===== src/rtl/cpu_reset_sequencer.sv =====
// cpu_reset_sequencer
// Turns the SWI peripheral's level cpureset request (foreign clock domain) into a
// clean Nios II resetrequest/resettaken handshake in the core clock domain.
// Each phase that waits on the CPU is bounded by a timeout, the request is held for
// a minimum time, and a quiet gap follows every release. Status outputs expose
// progress, timeouts and a running count of completed sequences.
module cpu_reset_sequencer #(
    parameter int SYNC_STAGES   = 2,
    parameter int TAKEN_TIMEOUT = 1024,
    parameter int HOLD_CYCLES   = 16,
    parameter int MIN_GAP       = 8
) (
    input  logic       clock_core_sig,
    input  logic       qsys_reset_n_sig,
    input  logic       swi_cpureset,
    input  logic       cpu_resettaken,
    output logic       cpu_resetrequest,
    output logic       busy,
    output logic       timeout_flag,
    output logic [7:0] reset_count
);

    localparam int TW = $clog2(TAKEN_TIMEOUT + 1);
    localparam int HW = $clog2(HOLD_CYCLES + 1);
    localparam int GW = $clog2(MIN_GAP + 1);

    localparam logic [TW-1:0] TMO_LAST = TW'(TAKEN_TIMEOUT - 1);
    localparam logic [HW-1:0] HOLD_MAX = HW'(HOLD_CYCLES);
    localparam logic [GW-1:0] GAP_LAST = GW'(MIN_GAP - 1);

    typedef enum logic [2:0] {
        IDLE    = 3'd0,
        REQ     = 3'd1,
        HOLD    = 3'd2,
        RELEASE = 3'd3,
        GAP     = 3'd4
    } state_t;

    logic [SYNC_STAGES-1:0] sync_reg;
    logic                   req_s;
    logic                   req_s_d_reg;
    logic                   rise_reg;

    state_t                 state_reg;
    logic                   request_reg;
    logic                   busy_reg;
    logic                   flag_reg;
    logic [7:0]             count_reg;
    logic [TW-1:0]          tmo_cnt_reg;
    logic [HW-1:0]          hold_cnt_reg;
    logic [GW-1:0]          gap_cnt_reg;

    assign req_s = sync_reg[SYNC_STAGES-1];

    // Metastability synchroniser for the foreign-domain request level.
    always_ff @(posedge clock_core_sig or negedge qsys_reset_n_sig) begin
        if (!qsys_reset_n_sig) begin
            sync_reg <= '0;
        end else begin
            sync_reg <= {sync_reg[SYNC_STAGES-2:0], swi_cpureset};
        end
    end

    // Rising-edge detect on the synchronised level; the pulse is registered so
    // the FSM only ever sees a one-cycle, glitch-free trigger.
    always_ff @(posedge clock_core_sig or negedge qsys_reset_n_sig) begin
        if (!qsys_reset_n_sig) begin
            req_s_d_reg <= 1'b0;
            rise_reg    <= 1'b0;
        end else begin
            req_s_d_reg <= req_s;
            rise_reg    <= req_s & ~req_s_d_reg;
        end
    end

    // Handshake sequencer with registered outputs and bounded waits on the CPU.
    always_ff @(posedge clock_core_sig or negedge qsys_reset_n_sig) begin
        if (!qsys_reset_n_sig) begin
            state_reg    <= IDLE;
            request_reg  <= 1'b0;
            busy_reg     <= 1'b0;
            flag_reg     <= 1'b0;
            count_reg    <= 8'd0;
            tmo_cnt_reg  <= '0;
            hold_cnt_reg <= '0;
            gap_cnt_reg  <= '0;
        end else begin
            case (state_reg)
                IDLE: begin
                    // Only a fresh edge starts a sequence; edges seen while busy
                    // were consumed by their one-cycle pulse and are gone.
                    if (rise_reg) begin
                        state_reg   <= REQ;
                        request_reg <= 1'b1;
                        busy_reg    <= 1'b1;
                        flag_reg    <= 1'b0;
                        tmo_cnt_reg <= '0;
                    end
                end
                REQ: begin
                    // Taken is checked first so it wins over a same-cycle timeout.
                    if (cpu_resettaken) begin
                        state_reg    <= HOLD;
                        hold_cnt_reg <= '0;
                    end else if (tmo_cnt_reg == TMO_LAST) begin
                        state_reg    <= HOLD;
                        hold_cnt_reg <= '0;
                        flag_reg     <= 1'b1;
                    end else begin
                        tmo_cnt_reg <= tmo_cnt_reg + TW'(1);
                    end
                end
                HOLD: begin
                    if (hold_cnt_reg < HOLD_MAX) begin
                        hold_cnt_reg <= hold_cnt_reg + HW'(1);
                    end
                    // A request level still asserted keeps the CPU in reset.
                    if ((hold_cnt_reg >= HOLD_MAX) && !req_s) begin
                        state_reg   <= RELEASE;
                        request_reg <= 1'b0;
                        count_reg   <= count_reg + 8'd1;
                        tmo_cnt_reg <= '0;
                    end
                end
                RELEASE: begin
                    if (!cpu_resettaken) begin
                        state_reg   <= GAP;
                        gap_cnt_reg <= '0;
                    end else if (tmo_cnt_reg == TMO_LAST) begin
                        state_reg   <= GAP;
                        gap_cnt_reg <= '0;
                        flag_reg    <= 1'b1;
                    end else begin
                        tmo_cnt_reg <= tmo_cnt_reg + TW'(1);
                    end
                end
                GAP: begin
                    if (gap_cnt_reg == GAP_LAST) begin
                        state_reg <= IDLE;
                        busy_reg  <= 1'b0;
                    end else begin
                        gap_cnt_reg <= gap_cnt_reg + GW'(1);
                    end
                end
                default: begin
                    state_reg   <= IDLE;
                    request_reg <= 1'b0;
                    busy_reg    <= 1'b0;
                end
            endcase
        end
    end

    assign cpu_resetrequest = request_reg;
    assign busy             = busy_reg;
    assign timeout_flag     = flag_reg;
    assign reset_count      = count_reg;

endmodule


===== config.mk =====
export PLATFORM = sky130hd
export DESIGN_NAME = cpu_reset_sequencer
export DESIGN_NICKNAME = d
export VERILOG_FILES = /design/src/rtl/cpu_reset_sequencer.sv
export SDC_FILE = /design/constraint.sdc
export NUM_CORES = 1
export LEC_CHECK = 0
export CORE_UTILIZATION = 50
export DETAILED_ROUTE_END_ITERATION = 8
export PLACE_DENSITY_LB_ADDON = 0.12
export SYNTH_ARGS = -nofsm -noshare
export SYNTH_HDL_FRONTEND = slang
export SYNTH_SLANG_ARGS = --single-unit
export TNS_END_PERCENT = 50

===== constraint.sdc =====
create_clock -name clock_core_sig -period 1.75 [get_ports clock_core_sig]
set_input_delay 0.35 -clock clock_core_sig [delete_from_list [all_inputs] [get_ports clock_core_sig]]
set_output_delay 0.35 -clock clock_core_sig [all_outputs]
set_load 0.05 [all_outputs]

Word-level counts from Yosys, hierarchy flattened
Cells that the tools add are included.
{"block": "op_classes", "n_addsub": 4, "magnitude_cmp": 2, "eq_ne": 15, "mux": 32, "bitwise": 4, "n_reduce_logical": 17}
{"operator": "11-bit two-way mux", "count": 5}
{"operator": "11-bit one-hot mux with 4 select lines", "count": 1}
{"operator": "3-bit two-way mux", "count": 7}
{"operator": "5-bit two-way mux", "count": 3}
{"operator": "3-bit one-hot mux with 5 select lines", "count": 1}
{"operator": "2-bit != test, second input constant", "count": 7}
{"operator": "4-bit two-way mux", "count": 3}
{"operator": "3-bit AND reduction", "count": 4}
{"operator": "11-bit by 1-bit adder with 11-bit output, second input constant", "count": 1}
{"operator": "11-bit by 10-bit == test with 1-bit output, second input constant", "count": 1}
{"operator": "5-bit one-hot mux with 2 select lines", "count": 1}
{"operator": "5-bit AND reduction", "count": 2}
{"operator": "1-bit one-hot mux with 3 select lines", "count": 3}
{"operator": "8-bit by 1-bit adder with 8-bit output, second input constant", "count": 1}
{"operator": "4-bit one-hot mux with 2 select lines", "count": 1}
{"operator": "1-bit two-way mux", "count": 7}
{"operator": "3-bit by 2-bit == test with 1-bit output, second input constant", "count": 2}
{"operator": "3-bit != test, second input constant", "count": 2}
{"operator": "3-bit OR reduction", "count": 2}
{"operator": "5-bit by 1-bit adder with 5-bit output, second input constant", "count": 1}
{"operator": "5-bit greater-or-equal comparator, second input constant", "count": 1}
{"operator": "5-bit less-than comparator, second input constant", "count": 1}
{"operator": "4-bit by 1-bit adder with 4-bit output, second input constant", "count": 1}
{"operator": "4-bit by 3-bit == test with 1-bit output, second input constant", "count": 1}
{"operator": "other kinds (12)", "count": 15}
{"block": "word_totals", "reg_bits": 38, "elab_cells": 85}

Logic depth before layout (Yosys ltp)
{"block": "depth", "ltp_word": 4, "mapped_depth": 6, "mapped_depth_nobuf": 5}

Worst setup path before layout
OpenSTA, ideal clock, no wires.
{"block": "synth_timing", "kind": "register -> register", "from": "register tmo_cnt_reg[1]", "to": "register gap_cnt_reg[2]", "setup_time_ns": 0.122, "t_arrival_ns": 1.625, "slack_ns": 0.004, "path_stages_with_launch": 6, "path_buffers": 0, "synth_period_minus_slack_ns": 1.746, "cell_sequence": "dfrtp_1 -> ha_1 -> nand3_2 -> o41a_1 -> or2_1 -> a32o_1"}
{"block": "synth_between", "elab_chain_cells": 3}
{"item": "from (decl)", "line": "49", "text": "logic [TW-1:0] tmo_cnt_reg;"}
{"item": "from (signal assigned)", "line": "110", "text": "tmo_cnt_reg <= tmo_cnt_reg + TW'(1);"}
{"item": "from (signal assigned)", "line": "134", "text": "tmo_cnt_reg <= tmo_cnt_reg + TW'(1);"}
{"item": "11-bit by 10-bit == test with 1-bit output", "line": "129", "text": "end else if (tmo_cnt_reg == TMO_LAST) begin"}
{"item": "3-bit != test (no source line)"}
{"item": "3-bit AND reduction (no source line)"}
{"item": "to (signal assigned)", "line": "142", "text": "gap_cnt_reg <= gap_cnt_reg + GW'(1);"}
{"item": "to (decl)", "line": "51", "text": "logic [GW-1:0] gap_cnt_reg;"}
No other way between the ends.
A chain may end at the register's enable or synchronous reset.

Worst setup path in the final report
{"block": "layout_timing", "from": "register state_reg[1]", "to": "register tmo_cnt_reg[9]"}
{"block": "layout_between", "elab_chain_cells": 3, "word_cells_on_any_way": 11, "cone_classes": "7 x eq/ne; 1 x mux; 3 x reduce/logical"}
{"item": "from (decl)", "line": "44", "text": "state_t state_reg;"}
{"item": "from (signal assigned)", "line": "79", "text": "state_reg <= IDLE;"}
{"item": "from (signal assigned)", "line": "93", "text": "state_reg <= REQ;"}
{"item": "from (signal assigned)", "line": "103", "text": "state_reg <= HOLD;"}
{"item": "3-bit by 2-bit == test with 1-bit output (tied with other cells)", "line": "88", "text": "case (state_reg)"}
{"item": "4-bit nonzero test (no source line) or 2-bit != test (tied branches)"}
{"item": "5-bit AND reduction (no source line)"}
Parallel ways exist; a longest one is shown, timed or not.

==> impl_metrics.tcl <==
set metrics [dict create \
    outcome "complete, no violations" \
    antenna_found_initial 0 \
    yosys.cell_types.count 56 \
    drtIter0Drc 97 \
    setup_viol 0 \
    power_uw 3580 \
    yosysSeqAreaShare_pct 48.0 \
    synth_enable_flop_cells 0 \
    largest_reg_flops 11 \
    synth_flop_cell "dfrtp_1" \
    setup_slack_ns 0.0698 \
    layout_worst_path_cycle_share_pct 96.0 \
    final_cells 283 \
    drt-total-wl_um 4440 \
    routabilityCongestion 0.907 \
    critPathMaxStageDelay_ns 0.53 \
    clk_path_buf_depth 2 \
    peakVddDrop_uv 874 \
    cts_root_buf "clkbuf_8" \
    firstDrtPassIters 4 \
    htreeDepth 2 \
    worstPathRequired_ns 1.98 \
    rsz0062_at_grt "false" \
    io_pins 15 \
    grt_overflow 0 \
    clock_skew_ns 0.00762 \
    syn_nets 195 \
    regArea_um2 953 \
    startpoint "state_reg[1]$_DFFE_PN0P_" \
    tritoncts "yes" \
    dp_worst_setup_slack_ns -0.192 \
    min_from "sync_reg[0]$_DFF_PN0_" \
    post-dp-hpwl_um 3170 \
    numPortBuffers 14 \
    drv_cap 0 \
    hold_class "reg -> reg" \
    row_count 22 \
    fin_crit_ns 1.68 \
    ys_warn_count 0 \
    crit_arrival_ns 1.91 \
    area_growth_pct 27.5 \
    start_util_pct 52.9 \
    cts.sinks 38 \
    powerDensity_nw_per_um2 1420 \
    grt_start_max_net_pins 23 \
    regToRegStartpoint "state_reg[1]$_DFFE_PN0P_" \
    core-area_um2 3740 \
    fp.dieArea_um2 4220 \
    design_area_um2 2520 \
    drc 0 \
    grt_use_total_pct 24.1 \
    fill_cells 319 \
    cpMaxStageDelayCell "or4_1" \
    via_count 1653 \
    placedCellCount 268 \
    viasPerCell 5.84 \
    criticalPathCategory "reg -> reg" \
    antenna_left 0 \
    path_cells "buf_4, xnor2_2, nand2_1, or4_1, nand3_1" \
    async_flop_share_pct 100 \
    synthCells 187 \
    num-nets-final 242 \
    crit_path_start_kind "flop" \
    worstPathMaxFanout 6 \
    post_dp_cell_area_um2 2310 \
    synth.ff_latch_count 38 \
    clk_latency_ns 0.29 \
    cts.reportedPaths.clkPinSlew_ns 0.08 \
    cts-buffers-inserted 5 \
    multi_input_area_um2 1020 \
    diodes 0 \
    grt_pass1_wl_um 7640 \
    mostFrequentLayoutCells "buf_4, dfrtp_1, nand2_1, inv_1, nand4_1" \
    syn_area_um2 1980 \
    relSlewSlack_pct 72.0 \
    drive_above_1_share_pct 28.9 \
    slew_violations 0 \
    die_w_um 64.9 \
    p_leak_uw 0.00117 \
    synth.avg_cell_area_um2 10.6 \
    wl_per_cell_um 15.7 \
    whs_ns 0.360 \
    final_common_cell "buf_4" \
    fmax_ghz 0.595 \
    grt_pass1_vias 1621 \
    tightest_slew_ns 0.420 \
    endpoint_kind "flop" \
    die_y_um 64.9 \
    hold_violations 0 \
]
[stage by stage]
| stage | TNS (ns) | util [%] |
|---|---|---|
| after floorplan | 0 | - |
| after global placement | -0.738 | 61.7 |
| after detailed placement | -1.57 | 61.7 |
| after CTS | 0 | 65.3 |
| after global routing | 0 | 67.4 |
| final | 0 | 67.4 |
[cells by family after synthesis]
logic type / after synthesis / share of synthesized area (%)
AOI/OAI and AO/OA: 50 / 20.0
xor gates and xnor gates: 10 / 4.42
adders and majority gates: 4 / 2.53
buffers and inverters: 17 / 4.04
DFF: 38 / 48.0
muxes: 3 / 1.64
and+or+nand+nor: 65 / 19.4
[layer usage]
metal	GRT usage [%]	routed length (µm)
met5	0	0
met1	32.3	2110
met4	9.72	44
met3	5.81	226
met2	37.4	2060
[what timing repair did]
| action | CTS | global route |
|---|---|---|
| endpoints found under the hold margin | 16 | 0 |
| hold buffers | 1 | 0 |
| buffers inserted | 1 | 5 |
| pin swaps | 1 | 4 |
| gates resized for setup | 4 | 8 |
| endpoints found under the setup margin | 10 | 13 |
[final cells by class]
type                            instances  area share (%)
Inverter                               11            1.64
Multi-Input combinational cell        132            40.4
Clock buffer                            6            2.87
Clock inverter                          2           0.545
Sequential cell                        38            37.8
Tap cell                               48            2.38
Timing Repair Buffer                   46            14.4
[Yosys cell counts (2+ instances only)]
| master | n | area share (%) |
|---|---|---|
| dfrtp_1 | 38 | 48 |
| nand2_1 | 17 | 3.2 |
| inv_1 | 11 | 2.1 |
| nand4_1 | 7 | 2.2 |
| xnor2_1 | 7 | 3.1 |
| a21oi_1 | 6 | 1.5 |
| a31oi_1 | 6 | 1.9 |
| nor2_1 | 6 | 1.1 |
| nand3_1 | 5 | 1.3 |
| nor3b_1 | 5 | 1.9 |
| and3_1 | 4 | 1.3 |
| buf_4 | 4 | 1.5 |
| ha_1 | 4 | 2.5 |
| nor2b_1 | 4 | 1.3 |
| nand2b_1 | 3 | 0.95 |
| o211ai_1 | 3 | 1.1 |
| o21a_1 | 3 | 1.1 |
| o21ai_0 | 3 | 0.76 |
| o21ai_1 | 3 | 0.76 |
| o31a_1 | 3 | 1.3 |
| xor2_1 | 3 | 1.3 |
| a32o_1 | 2 | 1.0 |
| mux2_2 | 2 | 1.1 |
| nor3_1 | 2 | 0.51 |
| o31ai_1 | 2 | 0.76 |
| o41a_1 | 2 | 1.1 |
| o41ai_2 | 2 | 1.6 |
| or3b_1 | 2 | 0.88 |
[worst max-delay path, delay by kind of cell, from the launching register on]
family,cells,cell delay [ns]
DFF,1,0.43
xor gates and xnor gates,1,0.23
buffers and inverters,1,0.18
and+or+nand+nor,3,0.77
[path summary, 6_finish.rpt]
check	to	slack (ns)	cells past startpoint
max	tmo_cnt_reg[9]$_DFFE_PN0P_	0.07	5
min	sync_reg[1]$_DFF_PN0_	0.36	0
max reg2reg	tmo_cnt_reg[9]$_DFFE_PN0P_	0.07	5
min reg2reg	sync_reg[1]$_DFF_PN0_	0.36	0
max in group asynchronous	reset_count[0]$_DFFE_PN0P_	0.77	3
min in group asynchronous	tmo_cnt_reg[9]$_DFFE_PN0P_	0.52	2
[power breakdown]
part	switching [µW]	total (µW)	internal, µW
Sequential	248	1340	1090
Combinational	873	1630	757
Clock	328	610	281
Note: power is estimated with default switching activity, not from simulation.
